### src/rtl/link_receiver_if.sv
// Inbound link, return signalling and consumer-side FIFO port of the link receiver.
// The master side is the transmitter/consumer and the slave side is the receiver.
interface link_receiver_if;
  logic [2:0] inSignal;
  logic [2:0] outSignal;
  logic       pop;
  logic [1:0] popData;
  logic       popValid;
  logic [3:0] state;

  modport master (
    output inSignal,
    output pop,
    input  outSignal,
    input  popData,
    input  popValid,
    input  state
  );

  modport slave (
    input  inSignal,
    input  pop,
    output outSignal,
    output popData,
    output popValid,
    output state
  );
endinterface

### src/rtl/link_receiver.sv
// Receiving end of the 3-bit inter-buffer link: a 4-phase req/ack capture feeding
// a small first-word-fall-through FIFO, with sticky overflow after a sustained stall.
module link_receiver #(
  parameter int DEPTH       = 4,
  parameter int SYNC_STAGES = 2,
  parameter int STALL_LIMIT = 8
) (
  input  logic            clk,
  input  logic            rst,
  link_receiver_if.slave  link
);

  localparam int         PTR_W   = $clog2(DEPTH);
  localparam logic [2:0] DEPTH_C = 3'(DEPTH);
  localparam logic [3:0] LIMIT_C = 4'(STALL_LIMIT);

  localparam logic [0:0] IDLE = 1'b0;
  localparam logic [0:0] ACK  = 1'b1;

  function automatic logic [3:0] sat_inc(input logic [3:0] v);
    return (v >= LIMIT_C) ? LIMIT_C : v + 4'd1;
  endfunction

  logic [SYNC_STAGES-1:0] req_sync;
  logic                   req_s;
  logic [0:0]             fsm;
  logic [1:0]             mem [DEPTH];
  logic [PTR_W-1:0]       head;
  logic [PTR_W-1:0]       tail;
  logic [2:0]             count;
  logic [2:0]             count_nxt;
  logic                   full_r;
  logic                   valid_r;
  logic [3:0]             stall_cnt;
  logic [3:0]             stall_nxt;
  logic                   overflow;
  logic                   wr_en;
  logic                   rd_en;
  logic                   stall_hit;

  // Only the request bit is synchronised; payload is held stable by the handshake.
  always_ff @(posedge clk or negedge rst) begin
    if (!rst) begin
      req_sync <= '0;
    end else begin
      req_sync[0] <= link.inSignal[0];
      for (int i = 1; i < SYNC_STAGES; i++) begin
        req_sync[i] <= req_sync[i-1];
      end
    end
  end

  assign req_s = req_sync[SYNC_STAGES-1];

  // Decisions use the registered full flag, so a slot freed this cycle is usable next cycle.
  always_comb begin
    wr_en     = (fsm == IDLE) && req_s && !full_r;
    rd_en     = link.pop && valid_r;
    stall_hit = (fsm == IDLE) && req_s && full_r;
    stall_nxt = stall_hit ? sat_inc(stall_cnt) : 4'd0;
    count_nxt = count;
    case ({wr_en, rd_en})
      2'b10:   count_nxt = count + 3'd1;
      2'b01:   count_nxt = count - 3'd1;
      default: count_nxt = count;
    endcase
  end

  always_ff @(posedge clk or negedge rst) begin
    if (!rst) begin
      fsm       <= IDLE;
      head      <= '0;
      tail      <= '0;
      count     <= 3'd0;
      full_r    <= 1'b0;
      valid_r   <= 1'b0;
      stall_cnt <= 4'd0;
      overflow  <= 1'b0;
      for (int i = 0; i < DEPTH; i++) begin
        mem[i] <= 2'b00;
      end
    end else begin
      case (fsm)
        IDLE:    if (wr_en) fsm <= ACK;
        ACK:     if (!req_s) fsm <= IDLE;
        default: fsm <= IDLE;
      endcase
      if (wr_en) begin
        mem[tail] <= link.inSignal[2:1];
        tail      <= tail + PTR_W'(1);
      end
      if (rd_en) begin
        head <= head + PTR_W'(1);
      end
      count     <= count_nxt;
      full_r    <= (count_nxt == DEPTH_C);
      valid_r   <= (count_nxt != 3'd0);
      stall_cnt <= stall_nxt;
      overflow  <= overflow | (stall_nxt == LIMIT_C);
    end
  end

  assign link.outSignal = {overflow, full_r, (fsm == ACK)};
  assign link.popData   = valid_r ? mem[head] : 2'b00;
  assign link.popValid  = valid_r;
  assign link.state     = {overflow, count};

endmodule

### src/flat_wrapper.sv
// flat-port wrapper written by rule: the top's interface ports become plain ports
module link_receiver_flat 
#(
  parameter int DEPTH       = 4,
  parameter int SYNC_STAGES = 2,
  parameter int STALL_LIMIT = 8
)
  (clk, rst, link_inSignal, link_pop, link_outSignal, link_popData, link_popValid, link_state);
  link_receiver_if link_i ();
  input  logic clk;
  input  logic rst;
  input wire logic [$bits(link_i.inSignal)-1:0] link_inSignal;
  input wire logic [$bits(link_i.pop)-1:0] link_pop;
  output wire logic [$bits(link_i.outSignal)-1:0] link_outSignal;
  output wire logic [$bits(link_i.popData)-1:0] link_popData;
  output wire logic [$bits(link_i.popValid)-1:0] link_popValid;
  output wire logic [$bits(link_i.state)-1:0] link_state;
  assign link_i.inSignal = link_inSignal;
  assign link_i.pop = link_pop;
  assign link_outSignal = link_i.outSignal;
  assign link_popData = link_i.popData;
  assign link_popValid = link_i.popValid;
  assign link_state = link_i.state;
  link_receiver #(.DEPTH(DEPTH), .SYNC_STAGES(SYNC_STAGES), .STALL_LIMIT(STALL_LIMIT)) u_core (.clk(clk), .rst(rst), .link(link_i));
endmodule
### config.mk
export PLATFORM = sky130hd
export DESIGN_NAME = link_receiver_flat
export DESIGN_NICKNAME = d
export VERILOG_FILES = /design/src/rtl/link_receiver_if.sv /design/src/rtl/link_receiver.sv /design/src/flat_wrapper.sv
export SDC_FILE = /design/constraint.sdc
export NUM_CORES = 1
export LEC_CHECK = 0
export ABC_CLOCK_PERIOD_IN_PS = 2800
export CORE_MARGIN = 4
export CORE_UTILIZATION = 45
export DETAILED_ROUTE_END_ITERATION = 10
export PLACE_DENSITY_LB_ADDON = 0.2
export SETUP_SLACK_MARGIN = 0.02
export SKIP_CTS_REPAIR_TIMING = 1
export SYNTH_ARGS = -nofsm -noshare
export SYNTH_HDL_FRONTEND = slang
export SYNTH_SLANG_ARGS = --single-unit
### constraint.sdc
create_clock -name clk -period 2.8 [get_ports clk]
set_clock_uncertainty 0.05 [all_clocks]
set_input_delay 0.56 -clock clk [delete_from_list [all_inputs] [get_ports clk]]
set_output_delay 0.56 -clock clk [all_outputs]
set_load 0.005 [all_outputs]
# Yosys cells after proc, flatten, opt, wreduce, memory -nomap -nowiden
# Index checks and enable logic that the tools add are counted.
# totals
regBits,25
inputBits,6
output_inout_bits,10
word_cells,50
# op_classes
addsub,5
magnitude_cmp,4
n_eq_ne,4
n_mux,13
bitwise,4
n_reduce_logical,7
# op_table
op,n
8-bit bitwise mux,1
2-bit two-way mux,4
4-bit two-way mux,2
"3-bit >= comparator, second input constant",2
2-bit NOT with 3-bit output,2
3-bit case mux with 2 select lines,1
1-bit logical AND,5
"2-bit by 1-bit adder with 2-bit output, second input constant",2
"4-bit by 1-bit adder with 4-bit output, second input constant",1
2-bit binary-select mux with 2-bit select,1
2-bit demux with 2-bit select,1
"4-bit == test, second input constant",1
"4-bit >= comparator, second input constant",1
"3-bit by 1-bit adder with 3-bit output, second input constant",1
"3-bit == test, second input constant",1
"3-bit by 1-bit less-than comparator with 1-bit output, second input constant",1
3-bit nonzero test,1
"3-bit by 1-bit subtractor with 3-bit output, second input constant",1
"2-bit by 1-bit == test with 1-bit output, second input constant",1
"2-bit == test, second input constant",1
1-bit two-way mux,2
1-bit case mux with 2 select lines,1
1-bit logical NOT,1
1-bit NOT,1
1-bit bitwise OR,1

# Longest topological paths before layout
# Gate-level depths: netlist of run 1.
# logic_depth
depth_word,6
mapped_depth,7
mapped_depth_nobuf,7

# Worst setup path before layout of run 1
# OpenSTA, ideal clock, no wires.
# synth_timing
path_type,register -> register
startpoint,register u_core.full_r
endpoint,register u_core.full_r
setup_time_ns,0.118
arrival_time_ns,1.915
t_required_ns,2.632
path_slack_ns,0.717
path_stages_with_launch,8
n_path_buf,0
period_less_slack_ns,2.083
path_cell_list,dfrtp_1 > nor3b_4 > inv_1 > ha_1 > fa_1 > xnor2_1 > xnor2_1 > a21o_1
# synth_between
elab_chain_len,5
word_cells_on_any_way,6
cone_classes,3 x eq/ne; 1 x mux; 2 x reduce/logical
# synth_lines
item,line,source
start: declaration,link_receiver.sv:32,logic full_r;
start signal: assignment,link_receiver.sv:96,full_r <= (count_nxt == DEPTH_C);
1-bit logical NOT *,link_receiver.sv:57,wr_en = (fsm == IDLE) && req_s && !full_r;
1-bit logical AND *,link_receiver.sv:57,
2-bit by 1-bit == test with 1-bit output or 2-bit == test (tied branches),link_receiver.sv:62,"case ({wr_en, rd_en})"
3-bit case mux with 2 select lines *,link_receiver.sv:62,
3-bit == test *,link_receiver.sv:96,
# Every way passes the cells marked *; elsewhere a longest branch is shown, timed or not.
# A chain may end at the register's enable or synchronous reset.

# Worst setup path in the final report of run 1
# layout_timing
startpoint,register u_core.head[0]
endpoint,output port link_popData[1]
# layout_between
elab_chain_len,5
# layout_lines
item,line,source
start: declaration,link_receiver.sv:28,logic [PTR_W-1:0] head;
start signal: assignment,link_receiver.sv:93,head <= head + PTR_W'(1);
2-bit NOT with 3-bit output (implied by the code),link_receiver.sv:104,assign link.popData = valid_r ? mem[head] : 2'b00;
2-bit binary-select mux with 2-bit select,link_receiver.sv:104,
2-bit two-way mux (implied by the code) (2 in series),link_receiver.sv:104,
2-bit two-way mux,link_receiver.sv:104,
end: declaration,flat_wrapper.sv:15,output wire logic [$bits(link_i.popData)-1:0] link_popData;
# Every way passes these cells. The select of a mux whose other input is x is not followed.

==> metrics.txt, run 1 <==
status=completed; mean area per synthesized cell=13.1 sq um; Clock Path Buffers=2; H-tree Lvls=1; flops & latches, synth=25; maximum fanout along the worst path=4; Synthesized Nets=104; Least-Margin Pin Slew=0.348 ns; area growth from synthesis to layout=16.2%; yosys warns=0; setup slack after layout=0.296 ns; final instance area=0.00137 sq mm; post-synth top area cell=dfrtp_1; Pleak=0.583 nW; vias per cell=5.02; fin crit period=2.50 ns; core area=0.00248 sq mm; Relative slew margins=0.766; CP required=2.19 ns; Synth Instances=90; pre-CTS setup slack=0.258 ns; final antenna-violating net count=0; final hold vios=0; critical path startpoint=u_core.head[0]; area of the mapped netlist=0.00118 sq mm; part of the power in combinational logic=0.407; critical path capture point type=output port; RR Startpoint=u_core.full_r; initial core utilization=0.476; num rows=18; period utilization=0.894; clk root buf=clkbuf_4; Yosys top cell area share=0.531; total placed cells including tap cells=132; DIE WIDTH=59.2 microns; setup TNS=0 ns; Seq. cell area=626 sq um; worst vdd ir=0.680 mV; Post-Place Cell Area=0.00134 sq mm; GR Overflow Total=0; FMAX=0.399 GHz; post-route core utilization=0.553; Skew-Pair Late Insertion Delay=0.31 ns; number of buffers added on ports=15; register area share after synthesis=0.531; Num Clock Sinks=25; max-slew violation count=0; worst setup path end=link_popData[1]; max capacitance violation total=0; RR Endpoint=u_core.full_r; top cells by count, synth=dfrtp_1 (25), mux2_2 (9), ha_1 (7); Via Count=683; Final setup viols=0; Boundary Pins=16; DRC Markers=0; Total GRT Usage=0.129; dpl hpwl=1420 microns; layout cell share with drive strength beyond 1=0.160; largest net degree at the start of global routing=26; drt initial violations=17; drt first pass iters=4; CTS tree=built; multi-input combinational cell area=500 sq um; NumNets Final=121; Reg power frac=0.470; startpoint types=flip-flop; RSZ-0062 raised after global routing=no; DIE HEIGHT=59.2 microns; wire per inst=13.7 microns; CTS buffer count=3; EDFF count, synth=0; switch share=0.313; fill count=222; Worst R2R Path Depth=7; WL final=1870 microns; HP Class=flip-flop to flip-flop; Internal=875 uW; first-pass GRT wire length=3370 microns; Antenna Diode Count=0; main flop type after synthesis=dfrtp_1; Clk pwr share=0.123; most frequent cell after synthesis=dfrtp_1; initial antenna violation count=0; Setup Crit Path Kind=flip-flop to output port; PwrDens=929 mW/mm^2; top cells by area, synth=dfrtp_1 (53%), mux2_2 (8.6%), ha_1 (7.4%), xnor2_1 (4.5%), mux4_2 (3.8%); Post-synth ARST share=1.00; vias in the first global route=747; Reg2Reg Setup Slack=0.52 ns; clk slew on worst S/H paths=0.13 ns; Die ar.=0.00350 sq mm; Yosys cell types=26; Sw Pwr=398 uW; crit path DAT=1.89 ns; post-route insts no fill=136; GP Congestion=0.736
## kinds of logic after synthesis
family / Yosys count / share of synthesized area
simple gates: 20 / 0.105
xor+xnor: 7 / 0.0520
fa+ha+maj: 8 / 0.0913
flops: 25 / 0.531
mux: 11 / 0.124
compound gates: 9 / 0.0520
buf+inv: 10 / 0.0446
## worst min-delay path by stage
stage                       start  slack (ns)            endpoint  cells past startpoint
3_3_place_gp   u_core.req_sync[0]        0.29  u_core.req_sync[1]                      0
6_report       u_core.req_sync[0]        0.32  u_core.req_sync[1]                      0
4_1_cts        u_core.req_sync[0]        0.33  u_core.req_sync[1]                      0
2_1_floorplan                 rst        0.21     u_core.count[0]                      0
5_1_grt        u_core.req_sync[0]        0.34  u_core.req_sync[1]                      0
3_5_place_dp   u_core.req_sync[0]        0.30  u_core.req_sync[1]                      0
## power groups by stage
stage | sequential [mW] | combinational (mW) | clock, mW
after floorplan | 0.578 | 0.343 | 0
after CTS | 0.598 | 0.527 | 0.163
final | 0.599 | 0.518 | 0.156
after global routing | 0.617 | 0.581 | 0.178
after global placement | 0.601 | 0.503 | 0
after detailed placement | 0.604 | 0.523 | 0
## final cells by class
class                           instances  share of cell area
Multi-Input combinational cell         55               0.365
Sequential cell                        25               0.457
Tap cell                               30              0.0274
Clock buffer                            4              0.0192
Timing Repair Buffer                   16               0.115
Inverter                                6              0.0164
## registers in the layout (all words and copies together) (netlist names)
name and cells:
u_core.count 3, u_core.head 2, u_core.overflow 1, u_core.req_sync 2, u_core.fsm 1, u_core.tail 2, u_core.full_r 1, u_core.mem 8
u_core.link.popValid 1, u_core.stall_cnt 4
## cells in the final DEF, fill, tap and decap left out, types with 2 or more instances in the layout
| master | instances |
|---|---|
| and2_1 | 3 |
| clkdlybuf4s50_1 | 15 |
| nand2_1 | 6 |
| ha_1 | 7 |
| nor3b_1 | 3 |
| mux4_2 | 2 |
| mux2_2 | 9 |
| inv_1 | 6 |
| xnor2_1 | 6 |
| clkbuf_4 | 3 |
| nor3_1 | 2 |
| dfrtp_1 | 25 |
| o21ai_0 | 3 |
## per-layer routing
layer	up-vias	part of all wire	global-route usage
li1	333	-	-
met1	333	0.46	0.167
met2	15	0.48	0.203
met3	2	0.051	0.0545
met4	0	0.0080	0.0259
met5	-	0	0
## metrics by stage
step / power [mW] / hold slack [ns]
2_1_floorplan: 0.921 / 0.214
3_3_place_gp: 1.10 / 0.287
3_5_place_dp: 1.13 / 0.295
4_1_cts: 1.29 / 0.325
5_1_grt: 1.38 / 0.335
6_report: 1.27 / 0.322
## worst max-delay path, cell delays in order, from the launching register on
cell             delay (ns)
dfrtp_1                0.47
mux4_2                 0.51
and2_1                 0.16
clkdlybuf4s50_1        0.44
No activity file was read; power rests on OpenSTA's default activity.
==> inputs of run 2 (changes only) <==
--- a/config.mk
+++ b/config.mk
@@ -5,7 +5,7 @@
 export SDC_FILE = /design/constraint.sdc
 export NUM_CORES = 1
 export LEC_CHECK = 0
-export ABC_CLOCK_PERIOD_IN_PS = 2800
+export ABC_CLOCK_PERIOD_IN_PS = 3000
 export CORE_MARGIN = 4
 export CORE_UTILIZATION = 45
 export DETAILED_ROUTE_END_ITERATION = 10
==> constraint.sdc (replaced) <==
create_clock -name clk -period 3 [get_ports clk]
set_clock_uncertainty 0.05 [all_clocks]
set_input_delay 0.6 -clock clk [delete_from_list [all_inputs] [get_ports clk]]
set_output_delay 0.6 -clock clk [all_outputs]
set_load 0.005 [all_outputs]
==> run 2 against run 1 <==
First-iteration DRC count rose by 5.9%; worst setup slack improved by 0.16 ns; final cell count did not move; clock power fell by 6%; sequential share of layout area did not move; core utilization did not move; combinational power fell by 7.1%; wire length fell by 2.9%; sequential power fell by 7.2%; critical path type unchanged; largest power group unchanged.
==> metrics.txt, run 2 (synthesis results as in run 1) <==
status=completed; worst vdd ir=0.694 mV; critical path capture point type=output port; RSZ-0062 raised after global routing=no; Final setup viols=0; core area=0.00248 sq mm; vias per cell=5.01; startpoint types=flip-flop; PwrDens=864 mW/mm^2; num rows=18; max capacitance violation total=0; maximum fanout along the worst path=4; met3 wire length=114 microns; Clock Path Buffers=2; Relative slew margins=0.765; Num Clock Sinks=25; initial core utilization=0.476; fill count=221; WL final=1810 microns; Reg2Reg Setup Slack=0.73 ns; Boundary Pins=16; setup TNS=0 ns; setup slack after layout=0.460 ns; FMAX=0.394 GHz; DIE WIDTH=59.2 microns; final antenna-violating net count=0; Worst R2R Path Depth=7; GP Congestion=0.736; Skew-Pair Late Insertion Delay=0.31 ns; RR Endpoint=u_core.full_r; drt initial violations=18; most common cell after layout, fill and taps aside=dfrtp_1; Antenna Diode Count=0; clk slew on worst S/H paths=0.13 ns; fin crit period=2.54 ns; M1 wire length=845 microns; met2 WL=835 microns; vias in the first global route=734; HP Class=flip-flop to flip-flop; max-slew violation count=0; Pleak=0.583 nW; Via Count=682; critical path startpoint=u_core.head[0]; Hold Path Cell Cnt=0; Least-Margin Pin Slew=0.349 ns; final instance area=0.00137 sq mm; Die ar.=0.00350 sq mm; first-pass GRT wire length=3240 microns; hold_sp=u_core.req_sync[0]; NumNets Final=121; H-tree Lvls=1; Most flops, register=u_core.mem; DR top layer=met4; CTS tree=built; drt first pass iters=4; clk root buf=clkbuf_4; dpl hpwl=1390 microns; initial antenna violation count=0; DRC Markers=0; pre-CTS setup slack=0.401 ns; Worst Hold Path EP=u_core.req_sync[1]; Post-Place Cell Area=0.00134 sq mm; DIE HEIGHT=59.2 microns; Setup Crit Path Kind=flip-flop to output port; number of buffers added on ports=15; CP required=2.35 ns; GR Overflow Total=0; max reg flops=8; CTS buffer count=3; RR Startpoint=u_core.full_r; crit path DAT=1.89 ns; wire per inst=13.3 microns; commonest non-fill, non-tap cells in the layout=dfrtp_1 (25), clkdlybuf4s50_1 (15), mux2_2 (9); biggest regs=u_core.mem x8, u_core.stall_cnt x4, u_core.count x3; area growth from synthesis to layout=16.2%; layout cell share with drive strength beyond 1=0.160; final hold vios=0; period utilization=0.847; largest net degree at the start of global routing=26; Total GRT Usage=0.125
run 2: layer usage:
layer,global-route usage,vias up
met1,0.158,330
li1,-,334
met2,0.200,16
met4,0.0259,0
met3,0.0545,2
met5,0,-
run 2: metrics by stage:
stage	hold slack, ns	utilization	cells	power [mW]
after CTS	0.325	0.553	136	1.20
after floorplan	0.254	-	90	0.859
after global placement	0.287	0.542	132	1.03
final	0.322	0.553	136	1.18
after global routing	0.335	0.553	136	1.28
after detailed placement	0.295	0.542	132	1.05
run 2: cell type report:
cell class                      instances  area (sq um)  area share
Sequential cell                        25           626       0.457
Multi-Input combinational cell         55           500       0.365
Timing Repair Buffer                   16           158       0.115
Tap cell                               30          37.5      0.0274
Clock buffer                            4          26.3      0.0192
Inverter                                6          22.5      0.0164
run 2: how the worst max path moves through the flow:
| stage | to | slack (ns) |
|---|---|---|
| floorplan | u_core.full_r | 0.92 |
| global placement | u_core.full_r | 0.48 |
| detailed placement | u_core.full_r | 0.40 |
| CTS | link_popData[1] | 0.43 |
| global route | link_popData[1] | 0.37 |
| finish | link_popData[1] | 0.46 |
run 2: report_power, final:
group	internal (mW)	switching, mW
combinational	0.312	0.169
sequential	0.452	0.104
clock	0.0519	0.0945
total	0.816	0.368
run 2: critical path: stages (launching register included):
cell	delay [ns]
dfrtp_1	0.46
mux4_2	0.52
and2_1	0.16
clkdlybuf4s50_1	0.43
